`config.mk`:
```
export PLATFORM = sky130hd
export DESIGN_NAME = gerador_varredura_flat
export DESIGN_NICKNAME = d
export VERILOG_FILES = /design/src/rtl/gerador_varredura_if.sv /design/src/rtl/gerador_varredura.sv /design/src/flat_wrapper.sv
export SDC_FILE = /design/constraint.sdc
export NUM_CORES = 1
export LEC_CHECK = 0
export BUFFER_PORTS_ARGS = -buffer_cell sky130_fd_sc_hd__buf_2
export CAP_MARGIN = 20
export CORE_AREA = 5 5 82 84
export CTS_BUF_LIST = sky130_fd_sc_hd__clkbuf_8 sky130_fd_sc_hd__clkbuf_16
export CTS_CLUSTER_DIAMETER = 150
export DETAILED_ROUTE_END_ITERATION = 6
export DIE_AREA = 0 0 87 89
export HOLD_SLACK_MARGIN = 0.05
export SLEW_MARGIN = 20
export SYNTH_ARGS = -nofsm -noshare
export SYNTH_HDL_FRONTEND = slang
export SYNTH_SLANG_ARGS = --single-unit
```
`constraint.sdc`:
```
create_clock -name Clock -period 1.7 [get_ports Clock]
set_input_delay 0.17 -clock Clock [delete_from_list [all_inputs] [get_ports Clock]]
set_output_delay 0.17 -clock Clock [all_outputs]
set_load 0.02 [all_outputs]
```
`src/rtl/gerador_varredura_if.sv`:
```
// Bundle between the scan generator and its neighbours: scan enable, the six
// raw status flags, and the row/image/flag outputs consumed by the 7x5
// matrix display stage.
//
// Handshake: there is no valid/ready pair here. The master owns Enable and
// the *_in flags and may change them at any time. The slave (the scan
// generator) samples them on the rising clock edge. Every slave output is
// registered, so it holds for a whole clock cycle.
interface gerador_varredura_if;

   logic       Enable;
   logic       Critico_in;
   logic       Baixo_in;
   logic       Medio_in;
   logic       Alto_in;
   logic       Aspersao_in;
   logic       Gotejamento_in;

   logic [2:0] Clock_Linhas;
   logic       img_sel;
   logic       Critico;
   logic       Baixo;
   logic       Medio;
   logic       Alto;
   logic       Aspersao;
   logic       Gotejamento;
   logic       Frame_Fim;
   logic       Blank;

   // Sensor/control side: drives enable and the raw flags, observes the scan.
   modport master (
      output Enable,
      output Critico_in,
      output Baixo_in,
      output Medio_in,
      output Alto_in,
      output Aspersao_in,
      output Gotejamento_in,
      input  Clock_Linhas,
      input  img_sel,
      input  Critico,
      input  Baixo,
      input  Medio,
      input  Alto,
      input  Aspersao,
      input  Gotejamento,
      input  Frame_Fim,
      input  Blank
   );

   // Scan generator side.
   modport slave (
      input  Enable,
      input  Critico_in,
      input  Baixo_in,
      input  Medio_in,
      input  Alto_in,
      input  Aspersao_in,
      input  Gotejamento_in,
      output Clock_Linhas,
      output img_sel,
      output Critico,
      output Baixo,
      output Medio,
      output Alto,
      output Aspersao,
      output Gotejamento,
      output Frame_Fim,
      output Blank
   );

endinterface

```
`src/rtl/gerador_varredura.sv`:
```
// Row-scan and image-alternation generator for the 7x5 matrix display.
//
// A prescaler divides the board clock down to one "tick" per row period.
// The row index walks 0..6. One frame is one pass over all seven rows.
// When the row wraps from 6 to 0 (frame end), three things happen on the
// same edge:
//   - the six status flags are latched, so a frame never shows a torn image;
//   - Frame_Fim pulses for one cycle;
//   - the frame counter advances, and it toggles img_sel on its own wrap.
// Enable low freezes every counter and every latched output. Frame_Fim is
// then forced low. Scanning later resumes from the frozen prescaler value,
// so no tick is lost or repeated.
//
// Optional feature, macro ANTIFANTASMA_EN: when it is defined, Blank marks
// the last cycle of each row period. The downstream driver uses that cycle
// as dead-time against ghosting. When it is undefined, Blank is tied to 0.
module gerador_varredura #(
   parameter int unsigned DIV_LINHA      = 1000,
   parameter int unsigned FRAMES_POR_IMG = 50
) (
   input  logic          Clock,
   input  logic          Reset_n,
   gerador_varredura_if.slave bus
);

   // Terminal counts. Only equality compares are used, so the widths need
   // only cover the legal parameter ranges.
   localparam logic [19:0] PRE_MAX   = 20'(DIV_LINHA - 1);
   localparam logic [15:0] FRAME_MAX = 16'(FRAMES_POR_IMG - 1);
   localparam logic [2:0]  ROW_MAX   = 3'd6;

   logic [19:0] pre_cnt;
   logic [19:0] pre_next;
   logic [2:0]  row_cnt;
   logic [15:0] frame_cnt;
   logic        img_sel_q;
   logic        frame_fim_q;
   logic [5:0]  flags_q;
   logic [5:0]  flags_in;
   logic        tick;
   logic        frame_end;

   // One tick per row period, and only while scanning is enabled.
   assign tick      = bus.Enable && (pre_cnt == PRE_MAX);
   assign frame_end = tick && (row_cnt == ROW_MAX);

   // Raw flags packed MSB-first in the same order as the latched outputs.
   assign flags_in = {bus.Critico_in, bus.Baixo_in, bus.Medio_in,
                      bus.Alto_in, bus.Aspersao_in, bus.Gotejamento_in};

   // Next prescaler value: wrap on tick, count while enabled, else hold.
   always_comb begin
      pre_next = pre_cnt;
      if (tick) begin
         pre_next = '0;
      end else if (bus.Enable) begin
         pre_next = pre_cnt + 20'd1;
      end
   end

   // Prescaler register.
   always_ff @(posedge Clock or negedge Reset_n) begin
      if (!Reset_n) begin
         pre_cnt <= '0;
      end else begin
         pre_cnt <= pre_next;
      end
   end

   // Row index: advance on every tick, wrap 6 -> 0 so 7 is never produced.
   always_ff @(posedge Clock or negedge Reset_n) begin
      if (!Reset_n) begin
         row_cnt <= '0;
      end else if (tick) begin
         if (row_cnt == ROW_MAX) begin
            row_cnt <= '0;
         end else begin
            row_cnt <= row_cnt + 3'd1;
         end
      end
   end

   // Frame counter and image select: count frames, toggle img_sel on wrap.
   always_ff @(posedge Clock or negedge Reset_n) begin
      if (!Reset_n) begin
         frame_cnt <= '0;
         img_sel_q <= 1'b0;
      end else if (frame_end) begin
         if (frame_cnt == FRAME_MAX) begin
            frame_cnt <= '0;
            img_sel_q <= ~img_sel_q;
         end else begin
            frame_cnt <= frame_cnt + 16'd1;
         end
      end
   end

   // Frame-end pulse. It is low whenever Enable is low, because frame_end
   // requires a tick.
   always_ff @(posedge Clock or negedge Reset_n) begin
      if (!Reset_n) begin
         frame_fim_q <= 1'b0;
      end else begin
         frame_fim_q <= frame_end;
      end
   end

   // Latch the status flags once per frame, on the row wrap only.
   always_ff @(posedge Clock or negedge Reset_n) begin
      if (!Reset_n) begin
         flags_q <= '0;
      end else if (frame_end) begin
         flags_q <= flags_in;
      end
   end

`ifdef ANTIFANTASMA_EN
   logic blank_q;

   // Dead-time flag. It is high for the cycle in which the prescaler sits at
   // its terminal count. Registering from pre_next lines it up with that
   // cycle, so it falls exactly on the row-change edge. With DIV_LINHA = 1
   // the terminal count is 0, so the flag stays high while enabled.
   always_ff @(posedge Clock or negedge Reset_n) begin
      if (!Reset_n) begin
         blank_q <= 1'b0;
      end else begin
         blank_q <= bus.Enable && (pre_next == PRE_MAX);
      end
   end

   assign bus.Blank = blank_q;
`else
   assign bus.Blank = 1'b0;
`endif

   assign bus.Clock_Linhas = row_cnt;
   assign bus.img_sel      = img_sel_q;
   assign bus.Frame_Fim    = frame_fim_q;
   assign bus.Critico      = flags_q[5];
   assign bus.Baixo        = flags_q[4];
   assign bus.Medio        = flags_q[3];
   assign bus.Alto         = flags_q[2];
   assign bus.Aspersao     = flags_q[1];
   assign bus.Gotejamento  = flags_q[0];

endmodule

```
`src/flat_wrapper.sv`:
```
// flat-port wrapper written by rule: the top's interface ports become plain ports
module gerador_varredura_flat 
#(
   parameter int unsigned DIV_LINHA      = 1000,
   parameter int unsigned FRAMES_POR_IMG = 50
)
  (Clock, Reset_n, bus_Enable, bus_Critico_in, bus_Baixo_in, bus_Medio_in, bus_Alto_in, bus_Aspersao_in, bus_Gotejamento_in, bus_Clock_Linhas, bus_img_sel, bus_Critico, bus_Baixo, bus_Medio, bus_Alto, bus_Aspersao, bus_Gotejamento, bus_Frame_Fim, bus_Blank);
  gerador_varredura_if bus_i ();
  input  logic Clock;
  input  logic Reset_n;
  input wire logic [$bits(bus_i.Enable)-1:0] bus_Enable;
  input wire logic [$bits(bus_i.Critico_in)-1:0] bus_Critico_in;
  input wire logic [$bits(bus_i.Baixo_in)-1:0] bus_Baixo_in;
  input wire logic [$bits(bus_i.Medio_in)-1:0] bus_Medio_in;
  input wire logic [$bits(bus_i.Alto_in)-1:0] bus_Alto_in;
  input wire logic [$bits(bus_i.Aspersao_in)-1:0] bus_Aspersao_in;
  input wire logic [$bits(bus_i.Gotejamento_in)-1:0] bus_Gotejamento_in;
  output wire logic [$bits(bus_i.Clock_Linhas)-1:0] bus_Clock_Linhas;
  output wire logic [$bits(bus_i.img_sel)-1:0] bus_img_sel;
  output wire logic [$bits(bus_i.Critico)-1:0] bus_Critico;
  output wire logic [$bits(bus_i.Baixo)-1:0] bus_Baixo;
  output wire logic [$bits(bus_i.Medio)-1:0] bus_Medio;
  output wire logic [$bits(bus_i.Alto)-1:0] bus_Alto;
  output wire logic [$bits(bus_i.Aspersao)-1:0] bus_Aspersao;
  output wire logic [$bits(bus_i.Gotejamento)-1:0] bus_Gotejamento;
  output wire logic [$bits(bus_i.Frame_Fim)-1:0] bus_Frame_Fim;
  output wire logic [$bits(bus_i.Blank)-1:0] bus_Blank;
  assign bus_i.Enable = bus_Enable;
  assign bus_i.Critico_in = bus_Critico_in;
  assign bus_i.Baixo_in = bus_Baixo_in;
  assign bus_i.Medio_in = bus_Medio_in;
  assign bus_i.Alto_in = bus_Alto_in;
  assign bus_i.Aspersao_in = bus_Aspersao_in;
  assign bus_i.Gotejamento_in = bus_Gotejamento_in;
  assign bus_Clock_Linhas = bus_i.Clock_Linhas;
  assign bus_img_sel = bus_i.img_sel;
  assign bus_Critico = bus_i.Critico;
  assign bus_Baixo = bus_i.Baixo;
  assign bus_Medio = bus_i.Medio;
  assign bus_Alto = bus_i.Alto;
  assign bus_Aspersao = bus_i.Aspersao;
  assign bus_Gotejamento = bus_i.Gotejamento;
  assign bus_Frame_Fim = bus_i.Frame_Fim;
  assign bus_Blank = bus_i.Blank;
  gerador_varredura #(.DIV_LINHA(DIV_LINHA), .FRAMES_POR_IMG(FRAMES_POR_IMG)) u_core (.Clock(Clock), .Reset_n(Reset_n), .bus(bus_i));
endmodule
```
==> results of run 1 <==
through the flow:
| stage | hold WS [ns] | utilization, % | setup TNS (ns) | worst slack [ns] | instances |
|---|---|---|---|---|---|
| after global placement | 0.179 | 54.4 | -1.28 | -0.112 | 402 |
| after detailed placement | 0.178 | 54.4 | -2.11 | -0.169 | 402 |
| after CTS | 0.0807 | 59.2 | -1.13 | -0.121 | 418 |
| after floorplan | -0.126 | - | -0.209 | -0.0255 | 249 |
| after global routing | 0.0796 | 61.3 | -3.33 | -0.202 | 418 |
| final | 0.0925 | 61.3 | -1.17 | -0.121 | 418 |
cell type report:
type / count / share of cell area (%)
clock buffer: 5 / 1.92
timing repair buffer: 96 / 20.4
multi-input combinational: 178 / 39.5
inverter: 14 / 1.46
clock inverter: 3 / 1.29
sequential: 47 / 32.8
tap: 75 / 2.62
report_power, final:
| group | total, uW | internal, uW | switching (uW) |
|---|---|---|---|
| logic | 429 | 244 | 184 |
| registers | 1240 | 1190 | 50.1 |
| clock network | 861 | 444 | 418 |
| total | 2530 | 1880 | 652 |
kinds of logic after synthesis:
family / Yosys count / share of synthesized area (%)
XOR/XNOR: 20 / 6.99
buffers and inverters: 24 / 4.34
other: 1 / 0.150
flip-flops: 47 / 46.9
adder cells (fa/ha/maj): 3 / 1.50
multiplexers: 12 / 5.14
AND/OR/NAND/NOR: 113 / 27.5
AO/OA/AOI/OAI: 29 / 7.44
cell usage in the layout (no fill, tap or decap), types with 3 or more instances in the layout:
cell | Yosys | routed
buf_4 | 2 | 64
dfrtp_1 | 47 | 47
buf_2 | 3 | 20
nand2_1 | 20 | 19
nand4_1 | 18 | 18
xor2_1 | 14 | 14
nor2_1 | 14 | 13
inv_1 | 14 | 13
nand3_1 | 13 | 12
buf_6 | 1 | 9
o21ai_0 | 15 | 8
o21ai_1 | 0 | 7
and4_1 | 7 | 6
and3_1 | 7 | 6
xnor2_1 | 6 | 6
mux2_4 | 0 | 6
nor4_2 | 3 | 6
mux2i_1 | 5 | 5
nor3_1 | 8 | 5
clkbuf_8 | 0 | 5
a2111oi_2 | 0 | 4
nor4_4 | 2 | 3
critical path: cells and delay by family, from the launching register on:
| kind | cells | cell delay, ns |
|---|---|---|
| DFF | 1 | 0.43 |
| buffers and inverters | 1 | 0.18 |
| muxes | 1 | 0.13 |
| and+or+nand+nor | 3 | 0.98 |
repair_timing:
action,CTS,global route
hold endpoints to repair,47,0
setup endpoints to repair,23,34
resized for setup,27,32
setup buffers,6,0
hold buffers,1,0
gates cloned,1,0
pin swaps,8,7
flip-flops by register name, indices dropped and copies added (netlist names):
signal / flops
u_core.bus.Clock_Linhas: 3
u_core.bus.Frame_Fim: 1
u_core.pre_cnt: 20
u_core.flags_q: 6
u_core.frame_cnt: 16
u_core.bus.img_sel: 1
metal layers:
| layer | share of wire (%) | track usage (%) | up-vias |
|---|---|---|---|
| li1 | - | - | 1102 |
| met1 | 44 | 22.9 | 1082 |
| met2 | 51 | 30.6 | 33 |
| met3 | 2.9 | 3.50 | 10 |
| met4 | 1.7 | 6.66 | 0 |
| met5 | 0 | 0 | - |
worst paths after layout:
kind	startpoint	end	slack, ns	cells past startpoint
setup / recovery	u_core.pre_cnt[4]	u_core.frame_cnt[6]	-0.12	5
hold / removal	bus_Aspersao_in	u_core.flags_q[1]	0.09	2
setup reg to reg	u_core.pre_cnt[4]	u_core.frame_cnt[6]	-0.12	5
hold reg to reg	u_core.bus.img_sel	u_core.bus.img_sel	0.48	1
max in group asynchronous	Reset_n	u_core.pre_cnt[1]	1.09	3
min in group asynchronous	Reset_n	u_core.bus.Clock_Linhas[1]	0.37	3
==> impl_metrics.json, run 1 <==
{
  "status": "complete, but fails checks",
  "violations": "negative setup slack",
  "slew_violations": 0,
  "setup_viol": 18,
  "fin_crit_ns": 1.82,
  "crit_arrival_ns": 2.02,
  "drc": 0,
  "synth_cell_type_count": 42,
  "layout.nets": 354,
  "ys_ff_latch": 47,
  "worst-path-max-fanout": 4,
  "clk_latency_ns": 0.30,
  "die_w_um": 87,
  "synth_top_area_share_pct": 46.9,
  "fmaxAchievable_mhz": 549,
  "syn_area_sq_um": 2510,
  "synth_commonest_cells": "dfrtp_1 (47), nand2_1 (20), nand4_1 (18), o21ai_0 (15)",
  "design_area_sq_um": 3590,
  "cp_slowest_cell": "or4_4",
  "period_share_pct": 107,
  "cap_violations": 0,
  "endpoint_kind": "flop",
  "p_leak_uw": 0.00171,
  "fillCellCount": 493,
  "ys_top_cells_by_area": "dfrtp_1 (47%), xor2_1 (4.9%), nand4_1 (4.5%)",
  "grt_pass1_wl_um": 10900,
  "rsz0062_at_grt": "true",
  "gp_congestion": 0.841,
  "drtIter0Drc": 92,
  "io_buffers": 19,
  "drt-wirelength-per-cell_um": 15.3,
  "cp.required_ns": 1.90,
  "fp.coreArea_sq_um": 5850,
  "syn_nets": 261,
  "grt_pass1_vias": 2300,
  "viasPerCell": 5.33,
  "setup_ws_ns": -0.121,
  "placement_rows": 28,
  "finalHoldViolations": 0,
  "ioPinCount": 21,
  "cts-root-buf": "clkbuf_8",
  "power_density_nw_per_um2": 705,
  "ys_seq_area_share_pct": 46.9,
  "drive_gt1_share_pct": 41.7,
  "clk_path_buf_depth": 2,
  "finalPower_uw": 2530,
  "worst_setup_path_start_kind": "flop",
  "path_cells": "nor4_4 -> buf_4 -> nand4_1 -> or4_4 -> mux2i_1",
  "initial_utilization_pct": 42.9,
  "yosysWarnings": 0,
  "finalWirelength_um": 6420,
  "post-dp-hpwl_um": 4380,
  "synth.avg_cell_area_sq_um": 10.1,
  "path_clk_slew_ns": 0.09,
  "chipHeight_um": 89,
  "layout-area-overhead-vs-synth_pct": 43.1,
  "synth_flop_cell": "dfrtp_1",
  "antenna_cells": 0,
  "cts.htree.levels": 2,
  "ir_drop_mv": 0.572,
  "seqCellArea_sq_um": 1180,
  "clock-sinks": 47,
  "multi_input_area_sq_um": 1420,
  "synth_edf_count": 0,
  "first_pass_iters": 4,
  "slowest_delay_ns": 0.57,
  "placed_cell_area_sq_um": 3190,
  "synthMostInstantiatedCell": "dfrtp_1",
  "cts_buffers": 5,
  "synth_top_area_cell": "dfrtp_1",
  "syn_inst": 249,
  "dr_total_vias": 2227,
  "ant_nets": 0,
  "antenna_found_initial": 0,
  "synthArstFlopShare_pct": 100,
  "clock_skew_ns": 0.00706,
  "cts_tree": "yes",
  "track_usage_pct": 18.0,
  "critPathKind": "reg2reg",
  "hp-class": "in2reg",
  "grt_max_degree": 48,
  "dieArea_sq_um": 7740,
  "gr-total-overflow": 0
}
No activity file was read; power rests on OpenSTA's default activity.
==> run 2, diff against run 1 <==
Settings changed: CORE_AREA 5 5 82 84 to 2 2 79 81, DIE_AREA 0 0 87 89 to 0 0 81 83.
==> impl_metrics.json, run 2 (synthesis results as in run 1) <==
{
  "ioPinCount": 21,
  "grt_pass1_vias": 2378,
  "finalHoldViolations": 0,
  "ant_nets": 0,
  "largestRegisters": "u_core.pre_cnt: 20 flops, u_core.frame_cnt: 16 flops, u_core.flags_q: 6 flops",
  "io_buffers": 19,
  "gp_congestion": 0.860,
  "fmaxAchievable_mhz": 551,
  "gr-total-overflow": 0,
  "first_pass_iters": 4,
  "worst_setup_path_start_kind": "flop",
  "drtIter0Drc": 110,
  "multi_input_area_sq_um": 1450,
  "p_leak_uw": 0.00174,
  "whs_ns": 0.0841,
  "clk_latency_ns": 0.31,
  "grt_pass1_wl_um": 10800,
  "slew_violations": 0,
  "worst-path-max-fanout": 5,
  "antenna_found_initial": 0,
  "crit_start": "u_core.frame_cnt[1]",
  "cap_violations": 0,
  "layout.nets": 355,
  "fin_crit_ns": 1.81,
  "layout-area-overhead-vs-synth_pct": 44.5,
  "placement_rows": 28,
  "fp.coreArea_sq_um": 5820,
  "clock_skew_ns": 0.00993,
  "drc": 0,
  "worstRegToRegCells": 7,
  "clock-sinks": 47,
  "rsz0062_at_grt": "true",
  "period_share_pct": 107,
  "fillCellCount": 499,
  "setup_viol": 20,
  "antenna_cells": 0,
  "initial_utilization_pct": 43.1,
  "r2r_setup_slack_ns": -0.11,
  "critPathKind": "reg2reg",
  "setup_ws_ns": -0.114,
  "grt_max_degree": 48,
  "largest_reg_flops": 20,
  "crit_path_end": "u_core.frame_cnt[5]",
  "violations": "negative setup slack",
  "rr_startpoint": "u_core.frame_cnt[1]",
  "cts_tree": "yes",
  "cts-root-buf": "clkbuf_8",
  "die_w_um": 81,
  "hp-class": "in2reg",
  "final_common_cell": "buf_4",
  "endpoint_kind": "flop",
  "path_clk_slew_ns": 0.09,
  "status": "complete, but fails checks",
  "dieArea_sq_um": 6720,
  "viasPerCell": 5.39,
  "chipHeight_um": 83,
  "final_cell_mix": "buf_4 (66), dfrtp_1 (46), buf_2 (19)",
  "crit_arrival_ns": 2.03,
  "finalWirelength_um": 6590,
  "drive_gt1_share_pct": 41.9,
  "clk_path_buf_depth": 2,
  "cp.required_ns": 1.91,
  "seqCellArea_sq_um": 1180,
  "power_density_nw_per_um2": 653,
  "cts_buffers": 5,
  "dr_total_vias": 2260,
  "track_usage_pct": 20.4,
  "ir_drop_mv": 0.427,
  "post-dp-hpwl_um": 4490,
  "cts.htree.levels": 2,
  "r2r_end": "u_core.frame_cnt[5]",
  "dpl_worst_slack_ns": -0.197,
  "drt-wirelength-per-cell_um": 15.7,
  "largest_register": "u_core.pre_cnt"
}
[run 2: cell count changes in the layout (fill, tap and decap cells not counted), moves of 2 or more]
cell	previous run	this run
a2111oi_2	4	2
a2111oi_4	1	3
buf_4	64	66
ha_2	0	2
nand2_1	19	17
nand2_2	1	3
nor4_1	2	4
nor4_2	6	2
nor4_4	3	5
o21ai_0	8	6
o21ai_1	7	9
or3_1	2	0
or3_4	0	2
[run 2: how the worst min path moves through the flow]
stage	start	to	slack, ns	cells after the start
global route	bus_Medio_in	u_core.flags_q[3]	0.09	2
floorplan	Reset_n	u_core.bus.Clock_Linhas[0]	-0.13	0
global placement	Reset_n	u_core.bus.Frame_Fim	0.18	2
detailed placement	Reset_n	u_core.frame_cnt[10]	0.17	2
finish	bus_Alto_in	u_core.flags_q[2]	0.08	2
CTS	bus_Alto_in	u_core.flags_q[2]	0.08	2
[run 2: metal layers]
metal	vias to the layer above	GRT usage, %	routed length [um]
li1	1094	-	-
met1	1107	24.0	2760
met2	46	36.5	3470
met3	13	2.72	199
met4	0	8.01	167
met5	-	0	0
[run 2: what timing repair did]
action	in CTS	in global routing
gates cloned	0	1
resized for setup	20	45
setup endpoints to repair	24	32
setup buffers	4	5
hold buffers	1	0
hold endpoints to repair	47	0
pin swaps	3	12
[run 2: final cells by class]
cell class / instances / share of cell area, %
Multi-Input combinational cell: 178 / 40.1
Timing Repair Buffer: 97 / 20.7
Inverter: 14 / 1.45
Sequential cell: 47 / 32.5
Clock buffer: 6 / 2.28
Clock inverter: 2 / 0.345
Tap cell: 75 / 2.59
[run 2: report_power, final]
part | internal [uW] | switching, uW
Sequential | 1190 | 48.5
Clock | 328 | 397
Combinational | 223 | 183
[run 2: through the flow]
stage	power, uW	area (sq um)	utilization [%]	TNS, ns	instances
6_report	2370	3620	62.3	-1.10	419
3_5_place_dp	1640	3190	54.9	-2.03	401
5_1_grt	2480	3620	62.3	-3.16	419
2_1_floorplan	1440	2510	-	-0.209	249
4_1_cts	2370	3420	58.8	-0.855	414
3_3_place_gp	1620	3190	54.9	-1.11	401
[run 2: critical path, stage by stage, from the launching register on]
cell,delay [ns]
dfrtp_1,0.40
inv_2,0.06
ha_2,0.16
nor3b_4,0.20
nand4_1,0.22
buf_6,0.21
a2111o_1,0.36
o21a_1,0.10
